$ cat config.mk
export PLATFORM = sky130hd
export DESIGN_NAME = memory_access_stage
export DESIGN_NICKNAME = d
export VERILOG_FILES = /design/src/rtl/memory_access_stage_pkg.sv /design/src/rtl/memory_access_stage_watchdog.sv /design/src/rtl/memory_access_stage.sv
export SDC_FILE = /design/constraint.sdc
export NUM_CORES = 1
export LEC_CHECK = 0
export CORE_AREA = 2 2 150 152
export DETAILED_ROUTE_END_ITERATION = 8
export DIE_AREA = 0 0 152 154
export GPL_TIMING_DRIVEN = 0
export PLACE_DENSITY = 0.59
export SLEW_MARGIN = 20
export SYNTH_ARGS = -nofsm -noshare
export SYNTH_HDL_FRONTEND = slang
export SYNTH_SLANG_ARGS = --single-unit
$ cat constraint.sdc
create_clock -name i_Clk -period 5.1 [get_ports i_Clk]
set_clock_uncertainty 0.15 [all_clocks]
set_input_delay 0.51 -clock i_Clk [delete_from_list [all_inputs] [get_ports i_Clk]]
set_output_delay 0.51 -clock i_Clk [all_outputs]
set_load 0.1 [all_outputs]
$ cat src/rtl/memory_access_stage_pkg.sv
// Shared definitions for the MEM pipeline stage: FSM encodings and the
// default bus watchdog limit.
package memory_access_stage_pkg;

  typedef enum logic [1:0] {
    MEM_IDLE = 2'd0,
    MEM_BUSY = 2'd1,
    MEM_DONE = 2'd2
  } mem_state_t;

  // BUSY cycles allowed without an ack before the access is aborted.
  localparam int MEM_TIMEOUT_DEFAULT = 16;

  // A word access must have its two low address bits clear.
  function automatic logic is_misaligned(input logic [31:0] addr);
    return (addr[1:0] != 2'b00);
  endfunction

endpackage

$ cat src/rtl/memory_access_stage_watchdog.sv
// Bus watchdog: counts BUSY cycles without an ack and flags the last
// allowed cycle so the stage can abort the access.
module mem_bus_watchdog #(
  parameter int TIMEOUT_CYCLES = 16,
  parameter int CNT_W          = $clog2(TIMEOUT_CYCLES)
) (
  input  logic i_Clk,
  input  logic i_Rst,
  input  logic i_Clear,
  input  logic i_Enable,
  output logic o_Expired
);

  logic [CNT_W-1:0] count;

  // Counter: clear has priority over enable; holds otherwise.
  always_ff @(posedge i_Clk) begin
    if (i_Rst || i_Clear) begin
      count <= '0;
    end else if (i_Enable) begin
      count <= count + 1'b1;
    end
  end

  // Expired marks the final BUSY cycle the access is allowed to wait.
  always_comb begin
    o_Expired = (count == CNT_W'(TIMEOUT_CYCLES - 1));
  end

endmodule

$ cat src/rtl/memory_access_stage.sv
// Pipeline MEM stage. Issues LD/ST bus cycles, stalls the pipeline until
// each completes, traps misaligned addresses and aborts unacked cycles.
//
// Bus handshake: o_MemReq is held high for every BUSY cycle with o_MemAddr,
// o_MemWrEn and o_MemWrData stable; the slave completes the cycle with a
// single-cycle i_MemAck (carrying i_MemRdData on reads). An ack seen while
// no request is outstanding is ignored.
module memory_access_stage
  import memory_access_stage_pkg::*;
#(
  parameter int TIMEOUT_CYCLES = MEM_TIMEOUT_DEFAULT,
  localparam int CNT_W         = $clog2(TIMEOUT_CYCLES)
) (
  input  logic        i_Clk,
  input  logic        i_Rst,
  input  logic        i_MemRead,
  input  logic        i_MemWrite,
  input  logic [31:0] i_AluOut,
  input  logic [31:0] i_StoreData,
  output logic        o_MemReq,
  output logic        o_MemWrEn,
  output logic [31:0] o_MemAddr,
  output logic [31:0] o_MemWrData,
  input  logic        i_MemAck,
  input  logic [31:0] i_MemRdData,
  output logic [31:0] o_LoadData,
  output logic        o_Stall,
  output logic        o_BusError,
  output logic [31:0] o_ErrAddr,
  output logic [1:0]  o_DbgState
);

  mem_state_t state, state_nxt;
  logic       op;
  logic       misaligned;
  logic       err;
  logic       wd_clear;
  logic       wd_en;
  logic       wd_expired;

  assign op         = i_MemRead | i_MemWrite;
  assign misaligned = is_misaligned(i_AluOut);

  mem_bus_watchdog #(
    .TIMEOUT_CYCLES (TIMEOUT_CYCLES),
    .CNT_W          (CNT_W)
  ) u_watchdog (
    .i_Clk     (i_Clk),
    .i_Rst     (i_Rst),
    .i_Clear   (wd_clear),
    .i_Enable  (wd_en),
    .o_Expired (wd_expired)
  );

  // State register.
  always_ff @(posedge i_Clk) begin
    if (i_Rst) begin
      state <= MEM_IDLE;
    end else begin
      state <= state_nxt;
    end
  end

  // Next-state and watchdog control; ack beats a coincident timeout.
  always_comb begin
    state_nxt = state;
    wd_clear  = 1'b0;
    wd_en     = 1'b0;
    case (state)
      MEM_IDLE: begin
        wd_clear = 1'b1;
        if (op) begin
          state_nxt = misaligned ? MEM_DONE : MEM_BUSY;
        end
      end
      MEM_BUSY: begin
        if (i_MemAck || wd_expired) begin
          state_nxt = MEM_DONE;
        end else begin
          wd_en = 1'b1;
        end
      end
      MEM_DONE: state_nxt = MEM_IDLE;
      default:  state_nxt = MEM_IDLE;
    endcase
  end

  // Bus latches, load result and error capture.
  always_ff @(posedge i_Clk) begin
    if (i_Rst) begin
      o_MemWrEn   <= 1'b0;
      o_MemAddr   <= '0;
      o_MemWrData <= '0;
      o_LoadData  <= '0;
      o_ErrAddr   <= '0;
      err         <= 1'b0;
    end else begin
      case (state)
        MEM_IDLE: begin
          if (op) begin
            if (misaligned) begin
              err        <= 1'b1;
              o_LoadData <= '0;
              o_ErrAddr  <= i_AluOut;
            end else begin
              o_MemAddr   <= i_AluOut;
              o_MemWrData <= i_StoreData;
              o_MemWrEn   <= i_MemWrite;
            end
          end
        end
        MEM_BUSY: begin
          if (i_MemAck) begin
            if (!o_MemWrEn) begin
              o_LoadData <= i_MemRdData;
            end
          end else if (wd_expired) begin
            err        <= 1'b1;
            o_LoadData <= '0;
            o_ErrAddr  <= o_MemAddr;
          end
        end
        MEM_DONE: err <= 1'b0;
        default:  err <= 1'b0;
      endcase
    end
  end

  // Request, stall and error pulse follow directly from the state.
  always_comb begin
    o_MemReq   = (state == MEM_BUSY);
    o_Stall    = ((state == MEM_IDLE) && op) || (state == MEM_BUSY);
    o_BusError = (state == MEM_DONE) && err;
    o_DbgState = state;
  end

endmodule

## Word level (Yosys, flattened, before mapping)

Index checks and enable logic that the tools add are counted.

- Register bits: 136
- Output and inout bits: 134
- Input bits: 101

- Reductions and logical operators: 13
- Add/subtract/negate cells: 1
- Mux-type cells: 23
- Bitwise operators: 2
- Eq/ne operators: 10

Operators by type and width:

| cell | number |
|---|---|
| $mux W32 | 9 |
| $pmux W32 S2 | 2 |
| $reduce_and A5 Y1 | 2 |
| $mux W1 | 7 |
| $mux W2 | 3 |
| $ne A2 B2 Y1 const B | 3 |
| $add A4 B1 Y4 const B | 1 |
| $eq A4 B4 Y1 const B | 1 |
| $ne A2 B1 Y1 const B | 2 |
| $pmux W2 S2 | 1 |
| $reduce_and A4 Y1 | 1 |
| $reduce_bool A2 Y1 | 2 |
| $logic_or A1 B1 Y1 | 3 |
| $ne A3 B1 Y1 const B | 1 |
| $ne A3 B3 Y1 const B | 1 |
| $reduce_and A3 Y1 | 1 |
| $eq A2 B1 Y1 const B | 1 |
| $eq A2 B2 Y1 const B | 1 |
| $logic_and A1 B1 Y1 | 2 |
| $logic_not A2 Y1 | 1 |
| $pmux W1 S2 | 1 |
| $reduce_and A2 Y1 | 1 |
| $not A1 Y1 | 1 |
| $or A1 B1 Y1 | 1 |

## Longest topological paths before layout

Gate-level depths: netlist of the first run.

- Depth in word-level cells: 4
- Mapped depth: 9

## Hierarchy

Synthesis of the first run repeated with hierarchy kept, for this count alone.

- Cells, all modules: 604
- Area total of the unflattened synthesis: 5,580.4 µm²

By module, submodules not included:

| module | cells each | sequential area each (µm²) | area each (µm²) | instances |
|---|---|---|---|---|
| memory_access_stage | 586 | 2,642.5 | 5,386.4 | 1 |
| mem_bus_watchdog | 18 | 80.1 | 193.9 | 1 |

## Worst setup path before layout of the first run

No wires, ideal clock.

- Path kind: reg-to-output
- Start point: register state[0], in the netlist o_DbgState[0]
- End point: output o_Stall
- Path buffers: 0
- Arrival: 2,490 ps
- Path slack: 1,950 ps
- Stages on the path, launching flop included: 3
- Cell sequence: dfxtp_1 -> nor3_1 -> nor2_1

- Cells in the longest elaborated chain, start to end: 3

Ends and longest elaborated chain:

| element | RTL line | text |
|---|---|---|
| start, declared | memory_access_stage.sv:33 | `mem_state_t state, state_nxt;` |
| start signal, assigned | memory_access_stage.sv:60 | `state <= state_nxt;` |
| $logic_not A2 Y1 | memory_access_stage.sv:132 | `o_Stall = ((state == MEM_IDLE) && op) \|\| (state == MEM_BUSY);` |
| $logic_and A1 B1 Y1 | memory_access_stage.sv:132 |  |
| $logic_or A1 B1 Y1 (*) | memory_access_stage.sv:132 |  |
| end, declared | memory_access_stage.sv:27 | `output logic o_Stall,` |

Every way passes the cells marked *; elsewhere a longest branch is shown, timed or not.

## Final worst setup path of the first run

- Start point: register state[1], in the netlist o_DbgState[1]
- End point: output o_MemReq

- Cells in the longest elaborated chain, start to end: 1

Ends and longest elaborated chain:

| element | RTL line | text |
|---|---|---|
| $eq A2 B1 Y1 | memory_access_stage.sv:131 | `o_MemReq = (state == MEM_BUSY);` |
| end, declared | memory_access_stage.sv:20 | `output logic o_MemReq,` |

No other way between the ends.

==> results of run 1 <==
==> cells by family (layout without fill, tap and decap cells) <==
logic type / after synthesis / count (layout) / share of synthesized area (%)
adder cells (fa/ha/maj): 1 / 1 / 0.2230
AO/OA/AOI/OAI: 136 / 136 / 16.79
flip-flops: 136 / 136 / 48.53
multiplexers: 64 / 64 / 11.42
AND/OR/NAND/NOR: 216 / 216 / 17.26
buffers and inverters: 51 / 315 / 5.308
XOR/XNOR: 3 / 3 / 0.4684
==> routing by layer <==
layer / vias to the layer above / part of all wire [%]
met2: 148 / 47
met5: - / 0
met1: 2356 / 45
li1: 2554 / -
met4: 0 / 2.0
met3: 23 / 6.0
==> stage by stage <==
step	cells	hold WS, ns	setup WS [ns]	cell area, um^2	utilization, %
global route	1151	0.3187	1.890	8901	41.04
detailed placement	1120	0.2986	2.014	8293	38.24
global placement	1120	0.2919	2.041	8293	38.24
CTS	1151	0.3055	1.959	8901	41.04
finish	1151	0.3027	1.986	8901	41.04
floorplan	607	0.2988	1.950	5610	-
==> final cells by class <==
type	count	area share, %
Clock buffer	24	5.524
Clock inverter	7	1.307
Tap cell	280	3.936
Inverter	2	0.1125
Timing Repair Buffer	233	26.20
Multi-Input combinational cell	420	29.10
Sequential cell	136	30.59
Buffer	49	3.233
==> Yosys cell counts <==
library cell / instances
nand2_1: 160
dfxtp_1: 136
a21oi_1: 97
mux2i_1: 64
nand2b_1: 32
a211oi_2: 30
clkbuf_1: 22
buf_2: 11
buf_4: 8
buf_6: 8
nor2_1: 6
nand3_1: 5
xor2_1: 3
a211oi_1: 2
and3_1: 2
nor3_1: 2
nor3b_1: 2
nor3b_2: 2
a21oi_4: 1
a22oi_1: 1
and2_1: 1
ha_1: 1
inv_1: 1
inv_4: 1
nand2_2: 1
nand2b_4: 1
nand3_2: 1
nor4_4: 1
o21a_1: 1
o21ai_1: 1
o21ai_4: 1
o21bai_1: 1
o22ai_1: 1
==> power by group through the flow <==
stage / registers [mW] / clock network, mW / logic [mW]
floorplan: 1.56 / 0 / 0.231
global placement: 1.18 / 0 / 0.876
detailed placement: 1.18 / 0 / 0.879
CTS: 1.15 / 1.31 / 0.881
global route: 1.16 / 1.36 / 0.911
finish: 1.15 / 1.28 / 0.874
==> worst reg2reg max path, cell delays in order, from the launching register on <==
cell,delay [ns]
dfxtp_1,0.53
nor4_4,0.08
o21ai_1,0.49
clkbuf_1,0.51
nand2_1,0.10
a21oi_1,0.17
==> worst max-delay path by stage <==
stage / startpoint / endpoint / depth (start not counted)
2_1_floorplan: o_DbgState[0]$_SDFFE_PP0P_ / o_Stall / 2
3_3_place_gp: i_MemWrite / o_Stall / 4
3_5_place_dp: i_MemWrite / o_Stall / 4
4_1_cts: o_DbgState[1]$_SDFFE_PP0P_ / o_MemReq / 5
5_1_grt: o_DbgState[0]$_SDFFE_PP0P_ / o_MemReq / 4
6_report: o_DbgState[1]$_SDFFE_PP0P_ / o_MemReq / 5
==> registers in the layout, indices dropped and copies added, names as in the netlist <==
signal,flops
err,1
o_ErrAddr,32
o_DbgState,2
o_MemWrData,32
u_watchdog.count,4
o_LoadData,32
o_MemAddr,32
o_MemWrEn,1
==> placed cells by master (no fill, tap or decap), types with 4 or more instances in the layout <==
cell             synthesis  final
a211oi_2                30     30
a21oi_1                 97     97
buf_2                   11     11
buf_4                    8      8
buf_6                    8      8
clkbuf_1                22     25
clkbuf_16                0     17
clkbuf_8                 0      4
clkdlybuf4s50_1          0    233
dfxtp_1                136    136
mux2i_1                 64     64
nand2_1                160    160
nand2b_1                32     32
nand3_1                  5      5
nor2_1                   6      6
==> results.yml, run 1 <==
run_status:
  status: "finished clean"
power_and_ir_drop:
  p_sw_share_pct: 33.46
  p_clk_share_pct: 38.7
  power_density_nw_per_um2: 371.6
  pwr-share-seq_pct: 34.9
  p_leak_nw: 3.368
  combPwrFrac_pct: 26.4
  max-vdd-ir-drop_mv: 0.2106
  power.switching_mw: 1.107
  p_int_mw: 2.201
  finalPower_mw: 3.308
cts:
  clock_sinks: 136
  cts_tree: "done"
  clockBufferDepth: 2
  cts_setup_buffers: 0
  cts_max_level: 4
  cts.repair.resized: 0
  cts_root_buf: "clkbuf_16"
  ctsHoldBuffers: 0
  numCtsBuffers: 17
  insertion_delay_ns: 0.41
  clkTransAtPathRegs_ns: 0.06
die:
  die_h_um: 154
  core.rowCount: 54
  core_region_area_um2: 21690
  io_pins: 235
  start_util_pct: 25.87
  die_w_um: 152
  die-area_um2: 23410
yosys:
  yosysSeqAreaShare_pct: 48.53
  netlist_instances: 607
  synth.cell_area_um2: 5610
  ys_ff_latch: 136
  synth.area.top_cells: "dfxtp_1, mux2i_1, nand2_1"
  yosysTopAreaCell: "dfxtp_1"
  synth_top_area_share_pct: 48.53
  avgSynthCellArea_um2: 9.243
  synth_fp_nets: 709
  synth_cell_types: 33
  yosys_warnings: 0
route:
  first_iter_violations: 230
  wl_mm: 18.13
  vias_per_cell: 4.414
  firstDrtPassIters: 4
  drc: 0
  drt.antenna.violating_nets: 0
  via_count: 5081
  wire_per_inst_um: 15.75
final_layout:
  seqCellArea_um2: 2723
  multi_input_area_um2: 2590
  drive_above_1_share_pct: 10.79
  final_nets: 961
  nFillCells: 2187
  antenna_cells: 0
  synthToLayoutAreaGrowth_pct: 58.65
global_routing:
  grtUsageMet1_pct: 18.66
  track_usage_pct: 15.26
  antenna_found_initial: 1
  grt_pass1_vias: 4998
  grt_pass1_wl_mm: 28.33
  grt-ovfl-total: 0
  grt_max_degree: 17
  grt_use_met3_pct: 5.186
  gr-usage-met2_pct: 25.01
  grt_busiest_layer: "met2"
setup_path:
  crit_arrival_ns: 2.45
  cp_cell_sequence: "buf_4, nand2b_4, buf_6, inv_4, clkdlybuf4s50_1"
  cp.required_ns: 4.44
  rr_endpoint: "o_MemAddr[19]$_SDFFE_PP0P_"
  cp_slowest_cell: "clkdlybuf4s50_1"
  end_kind: "output pin"
  r2r-start: "o_DbgState[0]$_SDFFE_PP0P_"
  r2r_setup_slack_ns: 3.00
  start_kind: "flip-flop"
  critPathBufInv: 4
  r2r_cells: 5
  crit_family: "buffers and inverters"
  worstSetupPathType: "flip-flop to output pin"
  path_max_fanout: 8
  cp_slowest_stage_delay_ns: 1.20
flow_run:
  max_cap_violations: 0
placement:
  place.gp.congestion: 0.7585
  hpwl_mm: 13.34
  place.port_buffers: 233
worst_hold_path:
  hold_path_depth: 2
  hold_end: "o_MemWrData[28]$_SDFFE_PP0P_"
  worstHoldStart: "o_MemWrData[28]$_SDFFE_PP0P_"
  hold_class: "flip-flop to flip-flop"
timing:
  worst_pin_slew_ns: 1.072
  min_period_ns: 3.114
  fin_crit_sh_pct: 61.06
  maxSlewViolCount: 0
  fmaxAchievable_mhz: 321.2
  maxSlewHeadroom_pct: 28.33
  final-hold-violation-count: 0
  rsz0062_at_grt: "false"
  setup_violations: 0
  timing.setup.tns_ns: 0
No activity file was read; power rests on OpenSTA's default activity.
==> inputs of run 2 (changes only) <==
- PLACE_DENSITY: 0.59 -> 0.61
- clock period: 5.1 -> 2.6 ns (I/O delays scaled with it)
==> run 2 against run 1 <==
Against the previous run: combinational power is 96% higher; die area stayed put; total power up 94%; setup slack lost 1.8 ns; critical path depth fell by 2; routed wire length down 2.4%; highest routed layer is now met5.
==> results.yml, run 2 (same netlist as run 1, synthesis figures left out) <==
final_layout:
  nFillCells: 2177
  drive_above_1_share_pct: 11.47
  final_nets: 961
  antenna_cells: 0
  synthToLayoutAreaGrowth_pct: 58.34
  fin_area_um2: 8884
  fin_util_pct: 40.96
  layout.cells.non_filler: 1152
  final_cell_mix: "clkdlybuf4s50_1, nand2_1, dfxtp_1"
  seqCellArea_um2: 2724
  multi_input_area_um2: 2592
  layout_commonest_cell: "clkdlybuf4s50_1"
route:
  drt.antenna.violating_nets: 0
  wl_mm: 17.69
  wire_per_inst_um: 15.36
  vias_per_cell: 4.386
  firstDrtPassIters: 4
  first_iter_violations: 177
  via_count: 5053
  drc: 0
power_and_ir_drop:
  power.switching_mw: 2.196
  p_leak_nw: 3.376
  pwr-share-seq_pct: 35.2
  p_clk_share_pct: 38.3
  p_int_mw: 4.237
  finalPower_mw: 6.433
  max-vdd-ir-drop_mv: 0.3829
  combPwrFrac_pct: 26.5
  power_density_nw_per_um2: 724.2
  p_sw_share_pct: 34.14
setup_path:
  path_max_fanout: 7
  r2r_cells: 5
  cp.required_ns: 2.19
  setup.worst_path.start: "o_DbgState[0]$_SDFFE_PP0P_"
  cp_slowest_cell: "dlygate4sd2_1"
  cp_cell_sequence: "inv_1, and3_1, dlygate4sd2_1"
  crit_arrival_ns: 2.03
  worstSetupPathType: "flip-flop to output pin"
  end_kind: "output pin"
  start_kind: "flip-flop"
  r2r-start: "o_DbgState[0]$_SDFFE_PP0P_"
  cp_slowest_stage_delay_ns: 0.87
die:
  die-area_um2: 23410
  die_h_um: 154
  io_pins: 235
  core.rowCount: 54
  start_util_pct: 25.87
  die_w_um: 152
  core_region_area_um2: 21690
global_routing:
  grt_pass1_vias: 5028
  grt_max_degree: 17
  grt-ovfl-total: 0
  antenna_found_initial: 1
  grt_pass1_wl_mm: 27.77
  track_usage_pct: 14.97
cts:
  cts_tree: "done"
  clockBufferDepth: 2
  numCtsBuffers: 17
  cts_max_level: 4
  clock_sinks: 136
  clkTransAtPathRegs_ns: 0.05
  ctsHoldBuffers: 0
  cts_root_buf: "clkbuf_16"
  insertion_delay_ns: 0.41
timing:
  maxSlewViolCount: 0
  setup_violations: 0
  fmaxAchievable_mhz: 410.2
  maxSlewHeadroom_pct: 30.61
  worst_pin_slew_ns: 1.038
  fin_crit_sh_pct: 93.76
  final-hold-violation-count: 0
  rsz0062_at_grt: "false"
  min_period_ns: 2.438
  holdWs_ns: 0.2164
worst_hold_path:
  worstHoldStart: "i_Rst"
  hold_path_depth: 3
  hold_class: "input pin to flip-flop"
placement:
  hpwl_mm: 13.04
  dpl-instance-area_um2: 8297
  dp.cells: 1120
  place.gp.congestion: 0.7727
  place.port_buffers: 233
run_status:
  status: "finished clean"
flow_run:
  max_cap_violations: 0
[run 2: changes by cell type in the layout (fill, tap and decap cells not counted), moves of 2 or more]
cell / before / now
clkbuf_8: 4 / 1
dlygate4sd2_1: 0 / 3
clkbuf_1: 25 / 23
clkinv_2: 2 / 6
clkdlybuf4s50_1: 233 / 229
[run 2: path summary, 6_finish.rpt]
path,to,slack [ns]
worst min register to register,o_MemWrData[28]$_SDFFE_PP0P_,0.30
worst max register to register,o_MemWrData[30]$_SDFFE_PP0P_,0.50
worst max-delay path,o_BusError,0.16
worst min-delay path,o_LoadData[0]$_SDFFE_PP0P_,0.22
[run 2: power groups by stage]
stage                     Sequential, mW  Clock (mW)  Combinational, mW
after CTS                           2.26        2.55               1.72
after global placement              2.31           0               1.72
after floorplan                     3.07           0              0.454
after global routing                2.27        2.64               1.78
after detailed placement            2.31           0               1.72
final                               2.26        2.46               1.71
[run 2: repair_timing]
item	CTS	global route
setup buffers	0	0
setup endpoints to repair	4	1
gates resized for setup	5	1
[run 2: cell type report]
| class | instances | share of cell area, % |
|---|---|---|
| plain buffers | 49 | 3.239 |
| clock buffers | 19 | 4.986 |
| clock inverters | 13 | 1.718 |
| inverters | 2 | 0.1127 |
| multi-input cells | 420 | 29.18 |
| flip-flops and latches | 136 | 30.66 |
| well taps | 280 | 3.944 |
| repair buffers | 233 | 26.15 |
[run 2: per-layer routing]
layer	share of wire [%]	vias to the layer above	track usage [%]
met4	1.7	2	5.251
met2	48	143	24.43
met1	45	2322	18.61
met3	5.6	20	4.820
met5	0.073	-	0
li1	-	2566	-
[run 2: critical path, delay by kind of cell (launching register included)]
| kind | cells | cell delay, ns |
|---|---|---|
| buf+inv | 2 | 1.04 |
| simple gates | 1 | 0.17 |
| flops | 1 | 0.41 |
[run 2: through the flow]
step	setup TNS, ns	setup WS [ns]
floorplan	0	0.1182
global placement	-0.5253	-0.05626
detailed placement	-0.1550	-0.03537
CTS	0	0.02057
global route	0	0.07744
finish	0	0.1622
==> inputs of run 3 (changes only) <==
- PLACE_DENSITY: 0.61 -> 0.62
- clock period: 2.6 -> 2.2 ns (I/O delays scaled with it)
==> run 3 against run 2 <==
Against the previous run: final cell count about the same; register-to-register slack worse by 0.35 ns; sequential power up 18%; global-route usage up 0.48 points; clock power up 9.3%; setup slack worse by 0.11 ns.
==> results.yml, run 3 (same netlist as run 1, synthesis figures left out) <==
run_status:
  status: "finished clean"
die:
  core_region_area_um2: 21690
  die_h_um: 154
  core.rowCount: 54
  io_pins: 235
  die_w_um: 152
  start_util_pct: 25.87
  die-area_um2: 23410
power_and_ir_drop:
  p_int_mw: 4.717
  p_sw_share_pct: 35.38
  combPwrFrac_pct: 26.6
  power_density_nw_per_um2: 839.3
  p_clk_share_pct: 36.9
  max-vdd-ir-drop_mv: 0.4776
  p_leak_nw: 3.914
  power.switching_mw: 2.583
  pwr-share-seq_pct: 36.6
  finalPower_mw: 7.300
setup_path:
  cp_slowest_cell: "dlygate4sd2_1"
  crit_family: "buffers and inverters"
  critPathBufInv: 1
  start_kind: "flip-flop"
  crit_arrival_ns: 1.78
  cp_slowest_stage_delay_ns: 0.92
  cp_cell_sequence: "dlygate4sd2_1"
  path_max_fanout: 7
  end_kind: "output pin"
  worstSetupPathType: "flip-flop to output pin"
  cp.required_ns: 1.83
route:
  wl_met3_mm: 1.051
  firstDrtPassIters: 4
  dr.max_layer_used: "met4"
  routed-wl-met2_mm: 8.502
  wire_per_inst_um: 15.78
  drt.antenna.violating_nets: 0
  vias_per_cell: 4.420
  first_iter_violations: 184
  drc: 0
  wl_met1_mm: 8.136
  via_count: 5087
  wl_mm: 18.17
global_routing:
  grt_pass1_wl_mm: 28.72
  grt-ovfl-total: 0
  track_usage_pct: 15.45
  antenna_found_initial: 0
  grt_pass1_vias: 5276
  grt_max_degree: 17
final_layout:
  final_cell_mix: "nand2_1, dfxtp_1, dlygate4sd2_1"
  synthToLayoutAreaGrowth_pct: 55.02
  layout.cells.non_filler: 1151
  fin_util_pct: 40.10
  drive_above_1_share_pct: 12.17
  fin_area_um2: 8697
  layout_commonest_cell: "nand2_1"
  final_nets: 961
  antenna_cells: 0
timing:
  rsz0062_at_grt: "false"
  min_period_ns: 2.152
  worst_pin_slew_ns: 1.039
  holdWs_ns: 0.1652
  maxSlewViolCount: 0
  maxSlewHeadroom_pct: 30.98
  fin_crit_sh_pct: 97.82
  setup_violations: 0
  timing.setup.tns_ns: 0
  fmaxAchievable_mhz: 464.7
  final-hold-violation-count: 0
  fin_ws_ns: 0.04806
placement:
  dpl-instance-area_um2: 8300
  place.port_buffers: 233
  place.gp.congestion: 0.7555
  hpwl_mm: 13.34
  dp_slack_ns: -0.4111
  dp.cells: 1120
cts:
  cts_tree: "done"
  clkTransAtPathRegs_ns: 0.06
  cts_max_level: 4
  cts_setup_buffers: 0
  cts.repair.resized: 143
  ctsHoldBuffers: 0
  insertion_delay_ns: 0.41
  clockBufferDepth: 2
  clock_sinks: 136
  numCtsBuffers: 17
  cts_root_buf: "clkbuf_16"
worst_hold_path:
  hold_class: "input pin to flip-flop"
flow_run:
  max_cap_violations: 0
run 3: final cells by class:
cell class,instances,area (um^2)
timing repair buffer,233,2166
fill,2223,12990
buffer,49,290.3
sequential,136,2728
multi-input combinational,420,2596
inverter,2,10.01
tap,280,350.3
clock buffer,19,452.9
clock inverter,12,103.9
run 3: power by group through the flow:
stage	Combinational [mW]	Clock, mW	Sequential (mW)
global route	2.03	2.90	2.68
finish	1.94	2.69	2.67
floorplan	0.537	0	3.63
CTS	1.95	2.79	2.67
global placement	2.03	0	2.72
detailed placement	2.04	0	2.73
run 3: path summary, 6_finish.rpt:
kind / from / end / slack, ns / depth (start not counted)
worst max-delay path: o_DbgState[0]$_SDFFE_PP0P_ / o_DbgState[0] / 0.05 / 1
worst min-delay path: i_Rst / o_LoadData[0]$_SDFFE_PP0P_ / 0.17 / 3
worst max register to register: o_DbgState[1]$_SDFFE_PP0P_ / o_MemWrData[28]$_SDFFE_PP0P_ / 0.15 / 6
worst min register to register: o_MemWrData[24]$_SDFFE_PP0P_ / o_MemWrData[24]$_SDFFE_PP0P_ / 0.30 / 2
run 3: layer usage:
layer | GRT usage, % | up-vias
met5 | 0 | -
met4 | 6.053 | 0
met3 | 4.622 | 30
met2 | 25.40 | 154
met1 | 19.03 | 2345
li1 | - | 2558
